[config.mk]
export PLATFORM = sky130hd
export DESIGN_NAME = debug_mem_loader
export DESIGN_NICKNAME = d
export VERILOG_FILES = /design/src/rtl/debug_mem_loader_pkg.sv /design/src/rtl/debug_mem_loader_rd_counter.sv /design/src/rtl/debug_mem_loader.sv
export SDC_FILE = /design/constraint.sdc
export NUM_CORES = 1
export LEC_CHECK = 0
export ABC_CLOCK_PERIOD_IN_PS = 5110
export CORE_MARGIN = 2
export CORE_UTILIZATION = 35
export DETAILED_ROUTE_END_ITERATION = 12
export PLACE_DENSITY_LB_ADDON = 0.12
export SLEW_MARGIN = 25
export SYNTH_ARGS = -nofsm -noshare
export SYNTH_HDL_FRONTEND = slang
export SYNTH_SLANG_ARGS = --single-unit
[constraint.sdc]
create_clock -name CLK -period 5.11 [get_ports CLK]
set_input_delay 0.511 -clock CLK [delete_from_list [all_inputs] [get_ports CLK]]
set_output_delay 0.511 -clock CLK [all_outputs]
set_load 0.01 [all_outputs]
[src/rtl/debug_mem_loader_pkg.sv]
// Shared types and memory-geometry defaults for the host-side debug memory loader.
// The FSM state set lives here so the loader and its bench agree on one definition.
package debug_mem_loader_pkg;

  localparam int ADDR_W_DEF     = 12;
  localparam int DATA_W_DEF     = 32;
  localparam int RD_LAT_DEF     = 1;
  localparam int SETTLE_CYC_DEF = 2;

  typedef enum logic [2:0] {
    ST_IDLE,
    ST_SETTLE,
    ST_WRITE,
    ST_RD_ISSUE,
    ST_RD_WAIT,
    ST_RD_RESP,
    ST_HALTED
  } state_e;

  function automatic logic state_is_busy(input state_e s);
    return (s == ST_SETTLE) || (s == ST_WRITE) || (s == ST_RD_ISSUE) ||
           (s == ST_RD_WAIT) || (s == ST_RD_RESP);
  endfunction

endpackage

[src/rtl/debug_mem_loader_rd_counter.sv]
// Burst-read address/count tracker: current word address, wrapping increment,
// remaining-word down-counter and last-word flag.
module debug_rd_counter
  import debug_mem_loader_pkg::*;
#(
  parameter int ADDR_W = ADDR_W_DEF
) (
  input  logic              clk,
  input  logic              rst,
  input  logic              load,
  input  logic [ADDR_W-1:0] load_addr,
  input  logic [ADDR_W-1:0] load_len,
  input  logic              step,
  output logic [ADDR_W-1:0] addr,
  output logic [ADDR_W-1:0] addr_inc,
  output logic              last
);

  logic [ADDR_W-1:0] addr_q, addr_d;
  logic [ADDR_W-1:0] cnt_q, cnt_d;

  always_comb begin
    addr_d   = addr_q;
    cnt_d    = cnt_q;
    // Natural ADDR_W-bit overflow gives the wrap from the top address to 0.
    addr_inc = addr_q + ADDR_W'(1);
    if (load) begin
      addr_d = load_addr;
      cnt_d  = load_len;
    end else if (step) begin
      addr_d = addr_inc;
      cnt_d  = cnt_q - ADDR_W'(1);
    end
  end

  always_ff @(posedge clk or posedge rst) begin
    if (rst) begin
      addr_q <= '0;
      cnt_q  <= '0;
    end else begin
      addr_q <= addr_d;
      cnt_q  <= cnt_d;
    end
  end

  assign addr = addr_q;
  assign last = (cnt_q == '0);

endmodule

[src/rtl/debug_mem_loader.sv]
// Host debug initiator for the unified memory: halts the core, then performs
// single-word writes and burst reads over port B on behalf of a host bridge.
module debug_mem_loader
  import debug_mem_loader_pkg::*;
#(
  parameter int ADDR_W     = ADDR_W_DEF,
  parameter int DATA_W     = DATA_W_DEF,
  parameter int RD_LAT     = RD_LAT_DEF,
  parameter int SETTLE_CYC = SETTLE_CYC_DEF
) (
  input  logic              CLK,
  input  logic              RST,
  input  logic              CMD_VALID,
  output logic              CMD_READY,
  input  logic              CMD_WR,
  input  logic [ADDR_W-1:0] CMD_ADDR,
  input  logic [DATA_W-1:0] CMD_WDATA,
  input  logic [ADDR_W-1:0] CMD_LEN,
  output logic              RSP_VALID,
  input  logic              RSP_READY,
  output logic [DATA_W-1:0] RSP_DATA,
  output logic [ADDR_W-1:0] RSP_ADDR,
  input  logic              RUN_REQ,
  output logic              HLT,
  output logic [ADDR_W-1:0] DBG_ADDR,
  output logic              MEM_WE,
  output logic [DATA_W-1:0] MEM_DIN,
  input  logic [DATA_W-1:0] MEM_DOUT,
  output logic              BUSY
);

  state_e            state_q, state_d;
  logic              hlt_q, hlt_d;
  logic              we_q, we_d;
  logic [ADDR_W-1:0] dbg_addr_q, dbg_addr_d;
  logic [DATA_W-1:0] din_q, din_d;
  logic              rsp_valid_q, rsp_valid_d;
  logic [DATA_W-1:0] rsp_data_q, rsp_data_d;
  logic [ADDR_W-1:0] rsp_addr_q, rsp_addr_d;
  logic              cmd_wr_q, cmd_wr_d;
  logic [DATA_W-1:0] wdata_q, wdata_d;
  logic [7:0]        settle_cnt_q, settle_cnt_d;
  logic [7:0]        wait_cnt_q, wait_cnt_d;

  logic              accept;
  logic              ctr_step;
  logic [ADDR_W-1:0] ctr_addr;
  logic [ADDR_W-1:0] ctr_addr_inc;
  logic              ctr_last;

  assign CMD_READY = (state_q == ST_IDLE) || (state_q == ST_HALTED);
  assign accept    = CMD_VALID && CMD_READY;

  debug_rd_counter #(
    .ADDR_W(ADDR_W)
  ) u_rd_counter (
    .clk      (CLK),
    .rst      (RST),
    .load     (accept),
    .load_addr(CMD_ADDR),
    .load_len (CMD_LEN),
    .step     (ctr_step),
    .addr     (ctr_addr),
    .addr_inc (ctr_addr_inc),
    .last     (ctr_last)
  );

  always_comb begin
    state_d      = state_q;
    hlt_d        = hlt_q;
    we_d         = 1'b0;
    dbg_addr_d   = dbg_addr_q;
    din_d        = din_q;
    rsp_valid_d  = rsp_valid_q;
    rsp_data_d   = rsp_data_q;
    rsp_addr_d   = rsp_addr_q;
    cmd_wr_d     = cmd_wr_q;
    wdata_d      = wdata_q;
    settle_cnt_d = settle_cnt_q;
    wait_cnt_d   = wait_cnt_q;
    ctr_step     = 1'b0;

    if (accept) begin
      cmd_wr_d = CMD_WR;
      wdata_d  = CMD_WDATA;
    end

    case (state_q)
      ST_IDLE: begin
        if (accept) begin
          hlt_d        = 1'b1;
          settle_cnt_d = '0;
          state_d      = ST_SETTLE;
        end
      end
      ST_SETTLE: begin
        if (settle_cnt_q == 8'(SETTLE_CYC - 1)) begin
          dbg_addr_d = ctr_addr;
          if (cmd_wr_q) begin
            we_d    = 1'b1;
            din_d   = wdata_q;
            state_d = ST_WRITE;
          end else begin
            state_d = ST_RD_ISSUE;
          end
        end else begin
          settle_cnt_d = settle_cnt_q + 8'd1;
        end
      end
      ST_WRITE: begin
        state_d = ST_HALTED;
      end
      ST_RD_ISSUE: begin
        wait_cnt_d = '0;
        state_d    = ST_RD_WAIT;
      end
      ST_RD_WAIT: begin
        if (wait_cnt_q == 8'(RD_LAT - 1)) begin
          rsp_data_d  = MEM_DOUT;
          rsp_addr_d  = ctr_addr;
          rsp_valid_d = 1'b1;
          state_d     = ST_RD_RESP;
        end else begin
          wait_cnt_d = wait_cnt_q + 8'd1;
        end
      end
      ST_RD_RESP: begin
        if (RSP_READY) begin
          rsp_valid_d = 1'b0;
          if (ctr_last) begin
            state_d = ST_HALTED;
          end else begin
            ctr_step   = 1'b1;
            dbg_addr_d = ctr_addr_inc;
            state_d    = ST_RD_ISSUE;
          end
        end
      end
      ST_HALTED: begin
        // A command arriving with RUN_REQ takes priority; the run request is lost.
        if (accept) begin
          dbg_addr_d = CMD_ADDR;
          if (CMD_WR) begin
            we_d    = 1'b1;
            din_d   = CMD_WDATA;
            state_d = ST_WRITE;
          end else begin
            state_d = ST_RD_ISSUE;
          end
        end else if (RUN_REQ) begin
          hlt_d   = 1'b0;
          state_d = ST_IDLE;
        end
      end
      default: begin
        hlt_d   = 1'b0;
        state_d = ST_IDLE;
      end
    endcase
  end

  always_ff @(posedge CLK or posedge RST) begin
    if (RST) begin
      state_q      <= ST_IDLE;
      hlt_q        <= 1'b0;
      we_q         <= 1'b0;
      dbg_addr_q   <= '0;
      din_q        <= '0;
      rsp_valid_q  <= 1'b0;
      rsp_data_q   <= '0;
      rsp_addr_q   <= '0;
      cmd_wr_q     <= 1'b0;
      wdata_q      <= '0;
      settle_cnt_q <= '0;
      wait_cnt_q   <= '0;
    end else begin
      state_q      <= state_d;
      hlt_q        <= hlt_d;
      we_q         <= we_d;
      dbg_addr_q   <= dbg_addr_d;
      din_q        <= din_d;
      rsp_valid_q  <= rsp_valid_d;
      rsp_data_q   <= rsp_data_d;
      rsp_addr_q   <= rsp_addr_d;
      cmd_wr_q     <= cmd_wr_d;
      wdata_q      <= wdata_d;
      settle_cnt_q <= settle_cnt_d;
      wait_cnt_q   <= wait_cnt_d;
    end
  end

  assign HLT       = hlt_q;
  assign MEM_WE    = we_q;
  assign DBG_ADDR  = dbg_addr_q;
  assign MEM_DIN   = din_q;
  assign RSP_VALID = rsp_valid_q;
  assign RSP_DATA  = rsp_data_q;
  assign RSP_ADDR  = rsp_addr_q;
  assign BUSY      = state_is_busy(state_q);

endmodule

==> results.sh <==
export IMPL_vias=6214
export IMPL_hold_slack_ns=0.477
export IMPL_powerDensity_mw_per_mm2=589
export IMPL_synth_edf_count=0
export IMPL_dp_hpwl_mm=14.0
export IMPL_grt_max_degree=106
export IMPL_yosysTopAreaCell="dfrtp_1"
export IMPL_max_vdd_ir_drop_mv=0.310
export IMPL_p_leak_nw=4.43
export IMPL_io_buffers=186
export IMPL_cts_root_buffer="clkbuf_16"
export IMPL_path_clk_slew_ns=0.07
export IMPL_drc=0
export IMPL_drive_above_1_share_pct=10.8
export IMPL_fin_crit_sh_pct=57.1
export IMPL_drt_wl_total_mm=20.4
export IMPL_synth_cell_types=70
export IMPL_final_cell_mix="clkdlybuf4s50_1, nand2_1, dfrtp_1, nor2_1, mux2_2"
export IMPL_antenna_found_initial=0
export IMPL_finalNonFillerCells=1238
export IMPL_initialDrtViolationCount=343
export IMPL_seq_area_mm2=0.00418
export IMPL_cts_setup_buffers=0
export IMPL_synth_nets=883
export IMPL_fin_tns_setup_ns=0
export IMPL_yosys_warnings=0
export IMPL_hold_path_class="reg -> reg"
export IMPL_vias_per_cell=5.02
export IMPL_grt_first_pass_wirelength_mm=33.1
export IMPL_synthArstFlopShare_pct=100
export IMPL_wire_per_inst_um=16.5
export IMPL_drv_slew=0
export IMPL_final_antenna_net_count=0
export IMPL_h_tree_depth=4
export IMPL_hold_buffers=0
export IMPL_met1_length_mm=9.74
export IMPL_synthFlopType="dfrtp_1"
export IMPL_die_area_mm2=0.0240
export IMPL_grt_pass1_vias=6210
export IMPL_syn_instance_count=782
export IMPL_grt_usage_pct=17.4
export IMPL_ys_ff_latch=167
export IMPL_wl_met2_mm=9.34
export IMPL_clk_latency_ns=0.43
export IMPL_syn_area_per_cell_um2=10.2
export IMPL_dp_cells=1205
export IMPL_period_needed_ns=2.92
export IMPL_relSlewSlack_pct=44.1
export IMPL_start_util_pct=35.4
export IMPL_cts_sinks=167
export IMPL_setup_violations=0
export IMPL_holdPathStages=2
export IMPL_critical_path_required_ns=5.41
export IMPL_grt_setup_unrepaired="false"
export IMPL_fin_total_pwr_mw=6.21
export IMPL_crit_path_end_kind="register"
export IMPL_post_dp_cell_area_mm2=0.00994
export IMPL_tightest_slew_ns=0.837
export IMPL_multi_input_area_mm2=0.00344
export IMPL_yosysTopAreaCellShare_pct=52.5
export IMPL_critical_path_class="reg -> reg"
export IMPL_fin_skew_ns=0.0101
export IMPL_hold_viol_final=0
export IMPL_stdcell_area_mm2=0.0105
export IMPL_path_max_fanout=36
export IMPL_ff2ff_setup_slack_ns=2.19
export IMPL_antennaDiodeCount=0
export IMPL_core_rowCount=55
export IMPL_final_nets=1041
export IMPL_ctsResizeCount=0
export IMPL_numCtsBuffers=17
export IMPL_dieWidth_um=155
export IMPL_synth_seq_area_share_pct=52.5
export IMPL_outcome="complete, no violations"
export IMPL_pin_count=187
export IMPL_fill_cells=2108
export IMPL_reg2reg_depth=6
export IMPL_timing_fmax_mhz=343
export IMPL_drv_cap=0
export IMPL_top_layer="met4"
export IMPL_grt_overflow=0
export IMPL_area_growth_pct=32.5
export IMPL_gp_congestion=0.796
export IMPL_dr_pass1_iters=5
export IMPL_clk_path_buf_depth=2
export IMPL_final_common_cell="clkdlybuf4s50_1"
export IMPL_syn_area_mm2=0.00796
export IMPL_cp_start_kind="register"
export IMPL_met3_length_mm=1.10
export IMPL_synth_area_leaders="dfrtp_1, nand2_1, mux2_2"
export IMPL_worst_ep_arrival_time_ns=3.21
export IMPL_cts_tree="built"
export IMPL_die_y_um=155
export IMPL_coreArea_mm2=0.0225
==> power by group <==
| part | internal (mW) | switching [mW] |
|---|---|---|
| logic | 1.33 | 1.27 |
| registers | 1.89 | 0.451 |
| clock network | 0.653 | 0.616 |
==> flip-flops by register name (all words and copies together), names as in the netlist <==
name / cells
wdata_q: 32
u_rd_counter.addr: 12
MEM_DIN: 32
RSP_VALID: 1
state_q: 3
wait_cnt_q: 8
RSP_ADDR: 12
HLT: 1
DBG_ADDR: 12
settle_cnt_q: 8
RSP_DATA: 32
cmd_wr_q: 1
MEM_WE: 1
u_rd_counter.cnt_q: 12
==> final timing paths <==
| kind | start | endpoint |
|---|---|---|
| min in group asynchronous | RST | RSP_DATA[31] |
| worst min-delay path | wdata_q[25] | wdata_q[25] |
| worst max-delay path | state_q[1] | MEM_DIN[23] |
| worst max register to register | state_q[1] | MEM_DIN[23] |
| worst min register to register | wdata_q[25] | wdata_q[25] |
| max in group asynchronous | RST | u_rd_counter.addr[10] |
==> through the flow <==
| stage | setup slack (ns) | utilization [%] |
|---|---|---|
| finish | 2.19 | 46.8 |
| detailed placement | 2.00 | 44.2 |
| floorplan | 0.0806 | - |
| global route | 1.92 | 46.8 |
| CTS | 2.12 | 46.8 |
| global placement | 2.08 | 44.2 |
==> worst max-delay path: stages (launching register included) <==
cell     delay (ns)
dfrtp_1        0.76
and3b_2        0.76
a32oi_1        0.19
or2_2          0.54
buf_4          0.35
nand2_1        0.10
o21ai_1        0.06
==> synth_stat cells, types with 9 or more instances <==
cell      count
dfrtp_1     167
mux2_2       40
clkbuf_1     21
a21oi_1      22
nand2_1     170
mux2i_1      32
o21ai_0      27
buf_2        18
o21ai_1      37
nand4_1       9
xor2_1        9
inv_1        13
nor3_1       15
a31oi_1       9
nor2_1       46
nand3_1      11
==> per-layer routing <==
metal,global-route usage (%),up-vias
met2,27.1,162
met5,0,-
met1,24.1,2983
met4,4.94,0
met3,4.51,16
li1,-,3053
==> cell type report <==
class,count,share of cell area (%)
Clock inverter,15,1.51
Clock buffer,17,4.04
Timing Repair Buffer,193,18.2
Multi-Input combinational cell,547,32.6
Sequential cell,167,39.6
Tap cell,285,3.38
Inverter,14,0.570
==> logic make-up after synthesis <==
family / after synthesis / share of synthesized area [%]
simple gates: 299 / 17.7
fa+ha+maj: 7 / 1.10
xor+xnor: 15 / 1.65
compound gates: 151 / 12.5
buf+inv: 68 / 4.44
mux: 75 / 10.1
flops: 167 / 52.5
Note: power is estimated with default switching activity, not from simulation.
